<file path="src/rtl/riscv_pkg.sv">
`default_nettype none
// ============================================================================
// Module  : riscv_pkg
// Purpose : Shared encodings for the memory-access stage: funct3 load/store
//           codes, ResultSrc encodings, access-size helper and the M-stage
//           FSM state type.
// Rev     : 1.0  initial release
// ============================================================================
package riscv_pkg;

    // funct3 load encodings
    localparam logic [2:0] F3_LB  = 3'b000;
    localparam logic [2:0] F3_LH  = 3'b001;
    localparam logic [2:0] F3_LW  = 3'b010;
    localparam logic [2:0] F3_LBU = 3'b100;
    localparam logic [2:0] F3_LHU = 3'b101;

    // funct3 store encodings
    localparam logic [2:0] F3_SB  = 3'b000;
    localparam logic [2:0] F3_SH  = 3'b001;
    localparam logic [2:0] F3_SW  = 3'b010;

    // ResultSrc encodings
    localparam logic [1:0] RES_ALU = 2'b00;
    localparam logic [1:0] RES_MEM = 2'b01;
    localparam logic [1:0] RES_PC4 = 2'b10;

    // Access sizes
    localparam logic [1:0] SZ_B = 2'b00;
    localparam logic [1:0] SZ_H = 2'b01;
    localparam logic [1:0] SZ_W = 2'b10;

    typedef enum logic [0:0] {
        IDLE = 1'b0,
        WAIT = 1'b1
    } mem_state_t;

    // funct3[1:0] alone determines the size for both loads and stores; every
    // encoding that is not byte or half (including the reserved load codes)
    // is handled as a word access.
    function automatic logic [1:0] access_size(input logic [2:0] f3);
        case (f3[1:0])
            2'b00:   access_size = SZ_B;
            2'b01:   access_size = SZ_H;
            default: access_size = SZ_W;
        endcase
    endfunction

endpackage
`default_nettype wire

</file>
<file path="src/rtl/lsu_align.sv">
`default_nettype none
// ============================================================================
// Module  : lsu_align
// Purpose : Combinational load/store alignment unit.
//           Ports: i_funct3     access size / sign select
//                  i_addr_lo    byte offset within the word
//                  i_store_data store source register value
//                  i_rdata      raw memory read word
//                  o_wdata      lane-replicated store data
//                  o_wstrb      byte enables for a store
//                  o_load_data  extracted and extended load value
//                  o_misalign   access crosses its natural alignment
// Rev     : 1.0  initial release
// ============================================================================
module lsu_align
    import riscv_pkg::*;
(
    input  logic [2:0]  i_funct3,
    input  logic [1:0]  i_addr_lo,
    input  logic [31:0] i_store_data,
    input  logic [31:0] i_rdata,
    output logic [31:0] o_wdata,
    output logic [3:0]  o_wstrb,
    output logic [31:0] o_load_data,
    output logic        o_misalign
);

    logic [1:0]  w_size;
    logic [31:0] w_shifted;
    logic [7:0]  w_byte;
    logic [15:0] w_half;
    logic        w_signed;

    assign w_size    = access_size(i_funct3);
    assign w_signed  = ~i_funct3[2];
    // Bring the addressed byte down to lane 0
    assign w_shifted = i_rdata >> {i_addr_lo, 3'b000};
    assign w_byte    = w_shifted[7:0];
    assign w_half    = i_addr_lo[1] ? i_rdata[31:16] : i_rdata[15:0];

    always_comb begin
        o_wdata     = i_store_data;
        o_wstrb     = 4'b1111;
        o_load_data = i_rdata;
        o_misalign  = 1'b0;
        case (w_size)
            SZ_B: begin
                o_wdata     = {4{i_store_data[7:0]}};
                o_wstrb     = 4'b0001 << i_addr_lo;
                o_load_data = {{24{w_signed & w_byte[7]}}, w_byte};
            end
            SZ_H: begin
                o_wdata     = {2{i_store_data[15:0]}};
                o_wstrb     = 4'b0011 << i_addr_lo;
                o_load_data = {{16{w_signed & w_half[15]}}, w_half};
                o_misalign  = i_addr_lo[0];
            end
            default: begin
                o_misalign  = (i_addr_lo != 2'b00);
            end
        endcase
    end

endmodule
`default_nettype wire

</file>
<file path="src/rtl/memory_cycle.sv">
`default_nettype none
// ============================================================================
// Module  : memory_cycle
// Purpose : Memory-access pipeline stage. Issues single-outstanding data
//           memory requests, stalls upstream while waiting for ack, and
//           registers results into the MEM/WB register.
//           Ports: clk/rst (async active-low), M-stage inputs from execute,
//                  dmem_* request/ack memory port, StallM to the hazard
//                  unit, MisalignM pulse, *W MEM/WB register outputs.
// Rev     : 1.0  initial release
// ============================================================================
module memory_cycle
    import riscv_pkg::*;
#(
    parameter int XLEN = 32
) (
    input  logic            clk,
    input  logic            rst,
    input  logic [XLEN-1:0] ALUResultM,
    input  logic [XLEN-1:0] WriteDataM,
    input  logic [XLEN-1:0] PCPlus4M,
    input  logic [31:0]     InstrM,
    input  logic [4:0]      RdM,
    input  logic            RegWriteM,
    input  logic            MemWriteM,
    input  logic [1:0]      ResultSrcM,
    output logic            dmem_req,
    output logic            dmem_we,
    output logic [XLEN-1:0] dmem_addr,
    output logic [XLEN-1:0] dmem_wdata,
    output logic [3:0]      dmem_wstrb,
    input  logic [XLEN-1:0] dmem_rdata,
    input  logic            dmem_ack,
    output logic            StallM,
    output logic            MisalignM,
    output logic [XLEN-1:0] ALUResultW,
    output logic [XLEN-1:0] ReadDataW,
    output logic [XLEN-1:0] PCPlus4W,
    output logic [4:0]      RdW,
    output logic            RegWriteW,
    output logic [1:0]      ResultSrcW
);

    mem_state_t  r_state;
    mem_state_t  w_state_next;

    logic        w_is_load;
    logic        w_is_store;
    logic        w_memop;
    logic        w_misalign;
    logic        w_misalign_op;
    logic        w_access;
    logic        w_req;
    logic        w_stall;
    logic        w_done;
    logic [31:0] w_wdata;
    logic [3:0]  w_wstrb;
    logic [31:0] w_load_data;
    logic        w_unused_instr;

    // Only funct3 of the instruction word matters in this stage
    assign w_unused_instr = ^{InstrM[31:15], InstrM[11:0]};

    assign w_is_load     = (ResultSrcM == RES_MEM);
    assign w_is_store    = MemWriteM;
    assign w_memop       = w_is_load | w_is_store;
    assign w_misalign_op = w_memop & w_misalign;
    assign w_access      = w_memop & ~w_misalign;

    lsu_align u_lsu_align (
        .i_funct3     (InstrM[14:12]),
        .i_addr_lo    (ALUResultM[1:0]),
        .i_store_data (WriteDataM),
        .i_rdata      (dmem_rdata),
        .o_wdata      (w_wdata),
        .o_wstrb      (w_wstrb),
        .o_load_data  (w_load_data),
        .o_misalign   (w_misalign)
    );

    // Next-state and request generation. In WAIT the M inputs are frozen by
    // the stall, so the request is simply held until ack.
    always_comb begin
        w_state_next = r_state;
        w_req        = 1'b0;
        case (r_state)
            IDLE: begin
                w_req = w_access;
                if (w_access && !dmem_ack) begin
                    w_state_next = WAIT;
                end
            end
            WAIT: begin
                w_req = 1'b1;
                if (dmem_ack) begin
                    w_state_next = IDLE;
                end
            end
            default: w_state_next = IDLE;
        endcase
    end

    always_ff @(posedge clk or negedge rst) begin
        if (!rst) begin
            r_state <= IDLE;
        end else begin
            r_state <= w_state_next;
        end
    end

    // Combinational outputs are gated by reset so an aborted request drops
    // the moment reset is asserted, not at the next edge.
    assign w_done     = w_req & dmem_ack;
    assign w_stall    = w_req & ~dmem_ack;
    assign dmem_req   = w_req & rst;
    assign StallM     = w_stall & rst;
    assign MisalignM  = w_misalign_op & rst;
    assign dmem_we    = dmem_req & w_is_store;
    assign dmem_addr  = {ALUResultM[31:2], 2'b00};
    assign dmem_wdata = w_wdata;
    assign dmem_wstrb = (dmem_req && w_is_store) ? w_wstrb : 4'b0000;

    // MEM/WB register: bubble while stalled, M fields otherwise
    always_ff @(posedge clk or negedge rst) begin
        if (!rst) begin
            ALUResultW <= '0;
            ReadDataW  <= '0;
            PCPlus4W   <= '0;
            RdW        <= '0;
            RegWriteW  <= 1'b0;
            ResultSrcW <= '0;
        end else if (w_stall) begin
            ALUResultW <= '0;
            ReadDataW  <= '0;
            PCPlus4W   <= '0;
            RdW        <= '0;
            RegWriteW  <= 1'b0;
            ResultSrcW <= '0;
        end else begin
            ALUResultW <= ALUResultM;
            ReadDataW  <= (w_done && w_is_load) ? w_load_data : '0;
            PCPlus4W   <= PCPlus4M;
            RdW        <= RdM;
            RegWriteW  <= RegWriteM & ~w_misalign_op;
            ResultSrcW <= ResultSrcM;
        end
    end

endmodule
`default_nettype wire
</file>
<file path="config.mk">
export PLATFORM = sky130hd
export DESIGN_NAME = memory_cycle
export DESIGN_NICKNAME = d
export VERILOG_FILES = /design/src/rtl/riscv_pkg.sv /design/src/rtl/lsu_align.sv /design/src/rtl/memory_cycle.sv
export SDC_FILE = /design/constraint.sdc
export NUM_CORES = 1
export LEC_CHECK = 0
export BUFFER_PORTS_ARGS = -buffer_cell sky130_fd_sc_hd__clkbuf_2
export CORE_AREA = 4 4 132 134
export DETAILED_ROUTE_END_ITERATION = 8
export DIE_AREA = 0 0 136 138
export REMOVE_ABC_BUFFERS = 1
export SLEW_MARGIN = 0
export SYNTH_ARGS = -nofsm -noshare
export SYNTH_HDL_FRONTEND = slang
export SYNTH_SLANG_ARGS = --single-unit
</file>
<file path="constraint.sdc">
create_clock -name clk -period 2.3 [get_ports clk]
set_input_delay 0.115 -clock clk [delete_from_list [all_inputs] [get_ports clk]]
set_output_delay 0.115 -clock clk [all_outputs]
set_load 0.02 [all_outputs]
</file>
### After elaboration in Yosys (flattened, before gate mapping)

Cells that the tools add are included.

* register bits: 105
* input port bits: 172

* equal/unequal tests: 3
* shifts and indexed selects: 3
* muxes and demuxes: 18
* bitwise logic cells: 17
* reduce and logical (&&, ||, !) cells: 7

Operators with widths (count)
* two-way mux 32 bit: 4
* case mux 32 bit (2 select lines): 2
* >> shifter 32 x 5 -> 8 bit: 1
* two-way mux 16 bit: 1
* bitwise AND 1 bit: 11
* case mux 4 bit (2 select lines): 1
* equality test 2 x 1 -> 1 bit (second input constant): 3
* case mux 1 bit (2 select lines): 3
* two-way mux 5 bit: 1
* inverter 1 bit: 5
* zero test 2 bit: 2
* two-way mux 4 bit: 1
* case mux 2 bit (2 select lines): 1
* left shift 1 x 2 -> 4 bit (first input constant): 1
* left shift 2 x 2 -> 4 bit (first input constant): 1
* logical AND 1 bit: 3
* two-way mux 1 bit: 3
* two-way mux 2 bit: 1
* nonzero test 2 bit: 1
* zero test 1 bit: 1
* bitwise OR 1 bit: 1

### Logic depth before layout (Yosys ltp)

Gate-level depths: netlist (run 1).

* depth in word-level cells: 11
* mapped depth: 7

### Cells and area by module

Synthesis (run 1) repeated with hierarchy kept, for this count alone.

* cell total of the unflattened synthesis: 464
* area, all modules: 5515.3 um^2

Modules (own cells, without submodules)
* memory_cycle: instances 1, cells an instance 270, area each 4149.0 um^2, seq. area each 2627.5 um^2
* lsu_align: instances 1, cells an instance 194, area each 1366.3 um^2, seq. area each 0.0 um^2

### Worst setup path before layout (run 1)

No wires, ideal clock.

* path kind: flip-flop to flip-flop
* start point: register r_state
* end point: register ReadDataW[21]
* arrival time: 1.293 ns
* data required time: 2.156 ns
* path slack: 0.864 ns
* stages on the path, launching flop included: 6
* period minus slack after synthesis: 1.436 ns
* cell sequence: dfrtp_1 o311ai_2 or2_1 buf_6 buf_8 a21oi_2

* longest elaborated chain between the ends: 6

Ends and longest elaborated chain
* start: declaration: RTL line memory_cycle.sv:44 `mem_state_t r_state;`
* start signal: assignment: RTL line memory_cycle.sv:107 `r_state <= w_state_next;`
* inverter 1 bit: RTL line memory_cycle.sv:86 `case (r_state)`
* case mux 1 bit (2 select lines) (*): RTL line memory_cycle.sv:86
* bitwise AND 1 bit: RTL line memory_cycle.sv:113 `assign w_done = w_req & dmem_ack;`
* logical AND 1 bit: RTL line memory_cycle.sv:141 `ReadDataW <= (w_done && w_is_load) ? w_load_data : '0;`
* two-way mux 32 bit: RTL line memory_cycle.sv:141
* two-way mux 32 bit (*): RTL line memory_cycle.sv:132 `end else if (w_stall) begin`
* end signal: assignment: RTL line memory_cycle.sv:141
* end: declaration: RTL line memory_cycle.sv:37 `output logic [XLEN-1:0] ReadDataW,`

Every way passes the cells marked *; elsewhere a longest branch is shown, timed or not.

### Worst setup path in the final report (run 1)

* start point: input ResultSrcM[1]
* end point: output StallM

* longest elaborated chain between the ends: 6

Ends and longest elaborated chain
* start: declaration: RTL line memory_cycle.sv:26 `input logic [1:0] ResultSrcM,`
* equality test 2 x 1 -> 1 bit: RTL line memory_cycle.sv:64 `assign w_is_load = (ResultSrcM == RES_MEM);`
* bitwise OR 1 bit: RTL line memory_cycle.sv:66 `assign w_memop = w_is_load | w_is_store;`
* bitwise AND 1 bit: RTL line memory_cycle.sv:68 `assign w_access = w_memop & ~w_misalign;`
* case mux 1 bit (2 select lines): RTL line memory_cycle.sv:86
* bitwise AND 1 bit: RTL line memory_cycle.sv:114 `assign w_stall = w_req & ~dmem_ack;`
* bitwise AND 1 bit: RTL line memory_cycle.sv:116 `assign StallM = w_stall & rst;`
* end: declaration: RTL line memory_cycle.sv:34 `output logic StallM,`

Every way passes these cells.

==> results of run 1 <==
state kept, by name (all words and copies together) (netlist names):
register,flops
ALUResultW,32
PCPlus4W,32
ReadDataW,32
RdW,5
ResultSrcW,2
RegWriteW,1
r_state,1
worst paths after layout:
| check | from | to | slack [ns] |
|---|---|---|---|
| hold / removal | ALUResultM[12] | ALUResultW[12]$_DFF_PN0_ | 0.02 |
| min in group asynchronous | rst | ReadDataW[27]$_DFF_PN0_ | 0.17 |
| max in group asynchronous | rst | ReadDataW[9]$_DFF_PN0_ | 1.35 |
| hold reg to reg | r_state$_DFF_PN0_ | ReadDataW[3]$_DFF_PN0_ | 0.94 |
| setup / recovery | ResultSrcM[1] | StallM | 0.51 |
| setup reg to reg | r_state$_DFF_PN0_ | RdW[4]$_DFF_PN0_ | 0.83 |
metrics by stage:
stage          power (W)  area, um2  hold slack, ns   util  setup WS, ns
6_report         0.00466       7250          0.0166  0.445         0.511
5_1_grt          0.00489       7250         0.00292  0.445         0.442
4_1_cts          0.00471       7250      0.00000241  0.445         0.511
3_5_place_dp     0.00308       6240         -0.0191  0.383         0.499
3_3_place_gp     0.00307       6240         -0.0145  0.383         0.519
2_1_floorplan    0.00251       4250          -0.181      -         0.409
repair_timing:
item	CTS	global route
endpoints found under the hold margin	78	0
hold buffers	72	0
endpoints found under the setup margin	0	0
worst max-delay path, cell delays in order:
cell	delay [ns]
dlygate4sd3_1	0.54
clkbuf_2	0.11
nor2b_1	0.37
o221ai_4	0.19
a21oi_1	0.15
clkbuf_2	0.19
routing by layer:
metal	wire length, um	up-vias	track usage
met4	418	0	0.0663
met2	8680	248	0.316
met1	6430	2106	0.197
met3	1720	21	0.0585
li1	-	2102	-
met5	0	-	0
cell usage in the layout, fill, tap and decap left out, drive strengths merged, types with 2 or more instances in the layout:
cell type,netlist,layout
mux2i,9,9
clkinv,0,2
nor2,12,12
a21oi,28,28
a221oi,11,11
o21a,4,4
a22oi,6,6
nor2b,2,2
buf,48,13
nor3,5,5
dlygate4sd3,0,72
inv,29,32
o21ai,18,18
and3,71,71
nand2,32,32
conb,1,2
clkbuf,24,325
mux2,18,18
or2,2,2
dfrtp,105,105
logic make-up (layout without fill, tap and decap cells):
group,count (synthesis),count (layout),share of synthesized area
AO/OA/AOI/OAI,73,73,0.112
flip-flops,105,105,0.558
other,1,2,0.000797
buffers and inverters,101,445,0.121
AND/OR/NAND/NOR,125,125,0.145
multiplexers,27,27,0.0630
area by class of cell:
cell class              instances  area share
repair buffers                400       0.334
well taps                     220      0.0380
clock buffers                  10      0.0316
flip-flops and latches        105       0.362
inverters                      29      0.0150
multi-input cells             227       0.211
clock inverters                 6     0.00846
cell usage after synthesis (all sizes together) (5+ instances only):
| master | number |
|---|---|
| dfrtp | 105 |
| and3 | 71 |
| buf | 48 |
| nand2 | 32 |
| inv | 29 |
| a21oi | 28 |
| clkbuf | 24 |
| mux2 | 18 |
| o21ai | 18 |
| nor2 | 12 |
| a221oi | 11 |
| mux2i | 9 |
| a22oi | 6 |
| nor3 | 5 |
power groups by stage:
stage	Sequential [W]	Clock, W	Combinational, W
after floorplan	0.00221	0	0.000292
after CTS	0.00201	0.00157	0.00114
final	0.00201	0.00153	0.00112
after global routing	0.00202	0.00165	0.00121
after detailed placement	0.00205	0	0.00103
after global placement	0.00204	0	0.00103
==> reports/results.txt, run 1 <==
Antenna violations before repair = 0
Status = finished clean
Vias per Instance = 4.49
Worst Skew = 0.00909 ns
Internal power = 0.00318 W
Ranking of synthesized cells by area = dfrtp_1, and3_1, buf_4
Final Hold Vio Count = 0
Chip height = 138 um
Final #Nets = 944
Max_cap viols = 0
Fmax = 559 MHz
Warning count from the yosys run = 0
Rel. slew slack = 0.382
Syn avg cell area = 10.9 um2
Logic pwr share = 0.241
Sw frac = 0.317
Req. time, crit path = 2.18 ns
Layout cells sized above 1 = 0.492
CTS max path bufs = 2
Postcts setup bufs = 0
Unrepaired setup endpoints after global routing = no
Sw power = 0.00148 W
Sink Count = 105
Die ar. = 0.0188 mm2
Effective utilization at floorplan = 0.289
Netlist cell types = 35
EDFF count, synth = 0
Main synth FF type = dfrtp_1
Final setup fails = 0
Starting DRT DRC Count = 149
Vias in the first global route = 4,636
Area of the multi-input gates = 0.00153 mm2
Leading area contributor after synthesis = dfrtp_1
Crit-path max FO = 4
DP Cell Count = 909
Drt first pass iters = 4
Hpwl dp = 12.6 mm
Final Slew Violations = 0
#FFs+latches synth = 105
Layout area overhead = 54.0%
Clk slew on worst S/H paths = 0.07 ns
Worst Hold Class = in2reg
CTS resizes = 0
Kind of critical path = in2out
Die width = 136 um
# IOs = 348
Synth Instances = 432
Worst slew pin tran = 0.920 ns
Pwr Density = 643 mW/mm2
Sequential power share = 0.432
GRT Residual Overflow = 0
Root buffer cell = clkbuf_16
Netlist Area Pre-Place = 0.00471 mm2
Fillers = 1,575
Sequential element share of the synthesized area = 0.558
Reg area = 0.00263 mm2
Rows = 47
Total Routing Usage GR = 0.178
ANT cells = 0
CP Launch Type = primary input
DRC errors left = 0
Reg2Reg Depth = 3
Final estimated routing congestion in global placement = 0.831
Final TNS setup = 0 ns
Worst setup EP type = output port
First-pass GRT wire length = 25.9 mm
Leakage = 4.06 nW
Routed Antenna Nets = 0
Latest clock arrival within the worst-skew pair = 0.35 ns
Period Utilization, post-route = 0.778
Vias = 4,477
Pin count of the biggest net entering global routing = 99
Min cycle time layout = 1.79 ns
Top-area cell type share of the netlist area = 0.558
WHS Path Cells = 2
Drt total wl = 17.3 mm
IO Port Bufs = 316
H-tree levels = 3
CTS tree = done
Final non-filler cell total = 997
Core ar. = 0.0163 mm2
Wire per inst = 17.3 um
TritonCTS Buffers = 9
Ys async rst share = 1.00
CP arrival = 1.67 ns
Clock Power Share = 0.327
Worst VDD drop = 322 uV
(Power assumes the default switching activity.)
==> run 2: changes to the inputs <==
- clock period: 2.3 -> 1.76 ns (I/O delays scaled with it)
==> reports/results.txt, run 2 (synthesis results as in run 1) <==
Chip height = 138 um
Crit-path max FO = 8
Reg2Reg Depth = 4
Routed Antenna Nets = 0
Global Route met1 Usage = 0.209
Pwr Density = 814 mW/mm2
Worst Skew = 0.0128 ns
Die width = 136 um
Met2 GRT Util = 0.323
Internal power = 0.00420 W
CP Launch Type = primary input
ANT cells = 0
End of the worst register-to-register path = ReadDataW[17]$_DFF_PN0_
Postcts setup bufs = 0
Root buffer cell = clkbuf_16
Min cycle time layout = 1.70 ns
Most frequent cells in the layout = clkbuf_2, dfrtp_1, dlygate4sd3_1
Total Routing Usage GR = 0.184
Vias per Instance = 4.47
Logic pwr share = 0.250
Smallest hold slack = 0.0182 ns
Largest regs = ALUResultW x32, PCPlus4W x32, ReadDataW x32
Max_cap viols = 0
Sw power = 0.00193 W
Latest clock arrival within the worst-skew pair = 0.35 ns
GRT Residual Overflow = 0
Vias in the first global route = 4,797
Layout cells sized above 1 = 0.484
CTS max path bufs = 2
Status = finished clean
Antenna violations before repair = 0
Core ar. = 0.0163 mm2
Starting DRT DRC Count = 204
Kind of critical path = in2reg
Most common cell after layout, fill and taps aside = clkbuf_2
Hpwl dp = 12.8 mm
Layout area overhead = 60.0%
Drt total wl = 17.6 mm
CP arrival = 1.89 ns
Area after DPL = 0.00631 mm2
H-tree levels = 3
TritonCTS Buffers = 9
Sequential power share = 0.429
Period Utilization, post-route = 0.967
R2R setup slack = 0.42 ns
Worst VDD drop = 459 uV
Pin count of the biggest net entering global routing = 104
Sink Count = 105
M3 GR Usage = 0.0567
IO Port Bufs = 316
Worst slew pin tran = 0.858 ns
Final Power = 0.00613 W
Wire per inst = 17.2 um
Unrepaired setup endpoints after global routing = no
WHS Path Cells = 2
Critical hold path startpoint = ALUResultM[29]
DRC errors left = 0
Die ar. = 0.0188 mm2
Final instance area = 0.00753 mm2
Final Hold Vio Count = 0
Sink of the worst hold path = ALUResultW[29]$_DFF_PN0_
Rel. slew slack = 0.422
Leakage = 4.18 nW
Final setup fails = 0
# IOs = 348
Final #Nets = 969
Clk slew on worst S/H paths = 0.08 ns
Final Slew Violations = 0
Worst Hold Class = in2reg
Final estimated routing congestion in global placement = 0.804
Fmax = 588 MHz
GR peak layer = met2
CTS tree = done
Sw frac = 0.315
Finished Core Util = 0.462
Critical register-to-register path startpoint = r_state$_DFF_PN0_
First-pass GRT wire length = 27.0 mm
Effective utilization at floorplan = 0.289
Rows = 47
Clock Power Share = 0.321
Worst setup EP type = flop
Vias = 4,564
Req. time, crit path = 1.95 ns
Drt first pass iters = 4
==> run 2: cell count changes in the layout (fill, tap and decap cells not counted) <==
cell / change
clkbuf_1: -1
dlygate4sd3_1: +21
clkinv_4: -1
buf_4: +1
nor2b_1: -1
clkinv_2: +1
clkinvlp_4: +1
buf_12: +3
nor2b_2: +1
==> run 2: area by class of cell <==
| type | instances | area (um2) |
|---|---|---|
| clock buffer | 9 | 225 |
| fill | 1554 | 8760 |
| clock inverter | 7 | 65.1 |
| timing repair buffer | 425 | 2700 |
| inverter | 29 | 109 |
| tap | 220 | 275 |
| multi-input combinational | 227 | 1530 |
| sequential | 105 | 2630 |
==> run 2: how the worst max path moves through the flow <==
stage / from / to / cells past startpoint
finish: dmem_rdata[15] / ReadDataW[8]$_DFF_PN0_ / 6
global route: dmem_rdata[15] / ReadDataW[14]$_DFF_PN0_ / 6
CTS: ResultSrcM[0] / StallM / 6
detailed placement: ALUResultM[1] / ReadDataW[8]$_DFF_PN0_ / 5
global placement: ALUResultM[1] / ReadDataW[14]$_DFF_PN0_ / 5
floorplan: r_state$_DFF_PN0_ / ReadDataW[16]$_DFF_PN0_ / 3
==> run 2: per-stage QoR <==
step	TNS, ns	worst slack [ns]	instances
4_1_cts	0	0.00805	1021
2_1_floorplan	-1.74	-0.131	361
3_3_place_gp	0	0.117	913
6_report	0	0.0588	1022
5_1_grt	0	0.0158	1022
3_5_place_dp	0	0.0748	913
==> run 2: power by group through the flow <==
stage | Combinational, W | Clock (W) | Sequential (W)
global placement | 0.00136 | 0 | 0.00267
global route | 0.00165 | 0.00214 | 0.00264
finish | 0.00153 | 0.00197 | 0.00263
detailed placement | 0.00137 | 0 | 0.00268
CTS | 0.00154 | 0.00204 | 0.00263
floorplan | 0.000381 | 0 | 0.00289
==> run 2: critical path: stages <==
cell	delay, ns
dlygate4sd3_1	0.54
clkbuf_2	0.12
mux2_4	0.29
and3_1	0.21
a211oi_4	0.45
a221oi_1	0.17
==> run 2: layer usage <==
| metal | share of wire | wire length, um |
|---|---|---|
| met1 | 0.38 | 6640 |
| met2 | 0.50 | 8780 |
| met3 | 0.096 | 1690 |
| met4 | 0.025 | 447 |
| met5 | 0 | 0 |
==> run 2: repair_timing <==
| item | 4_1_cts | 5_1_grt |
|---|---|---|
| hold buffers | 92 | 1 |
| endpoints found under the setup margin | 0 | 9 |
| gates resized for setup | 0 | 1 |
| hold endpoints to repair | 196 | 1 |
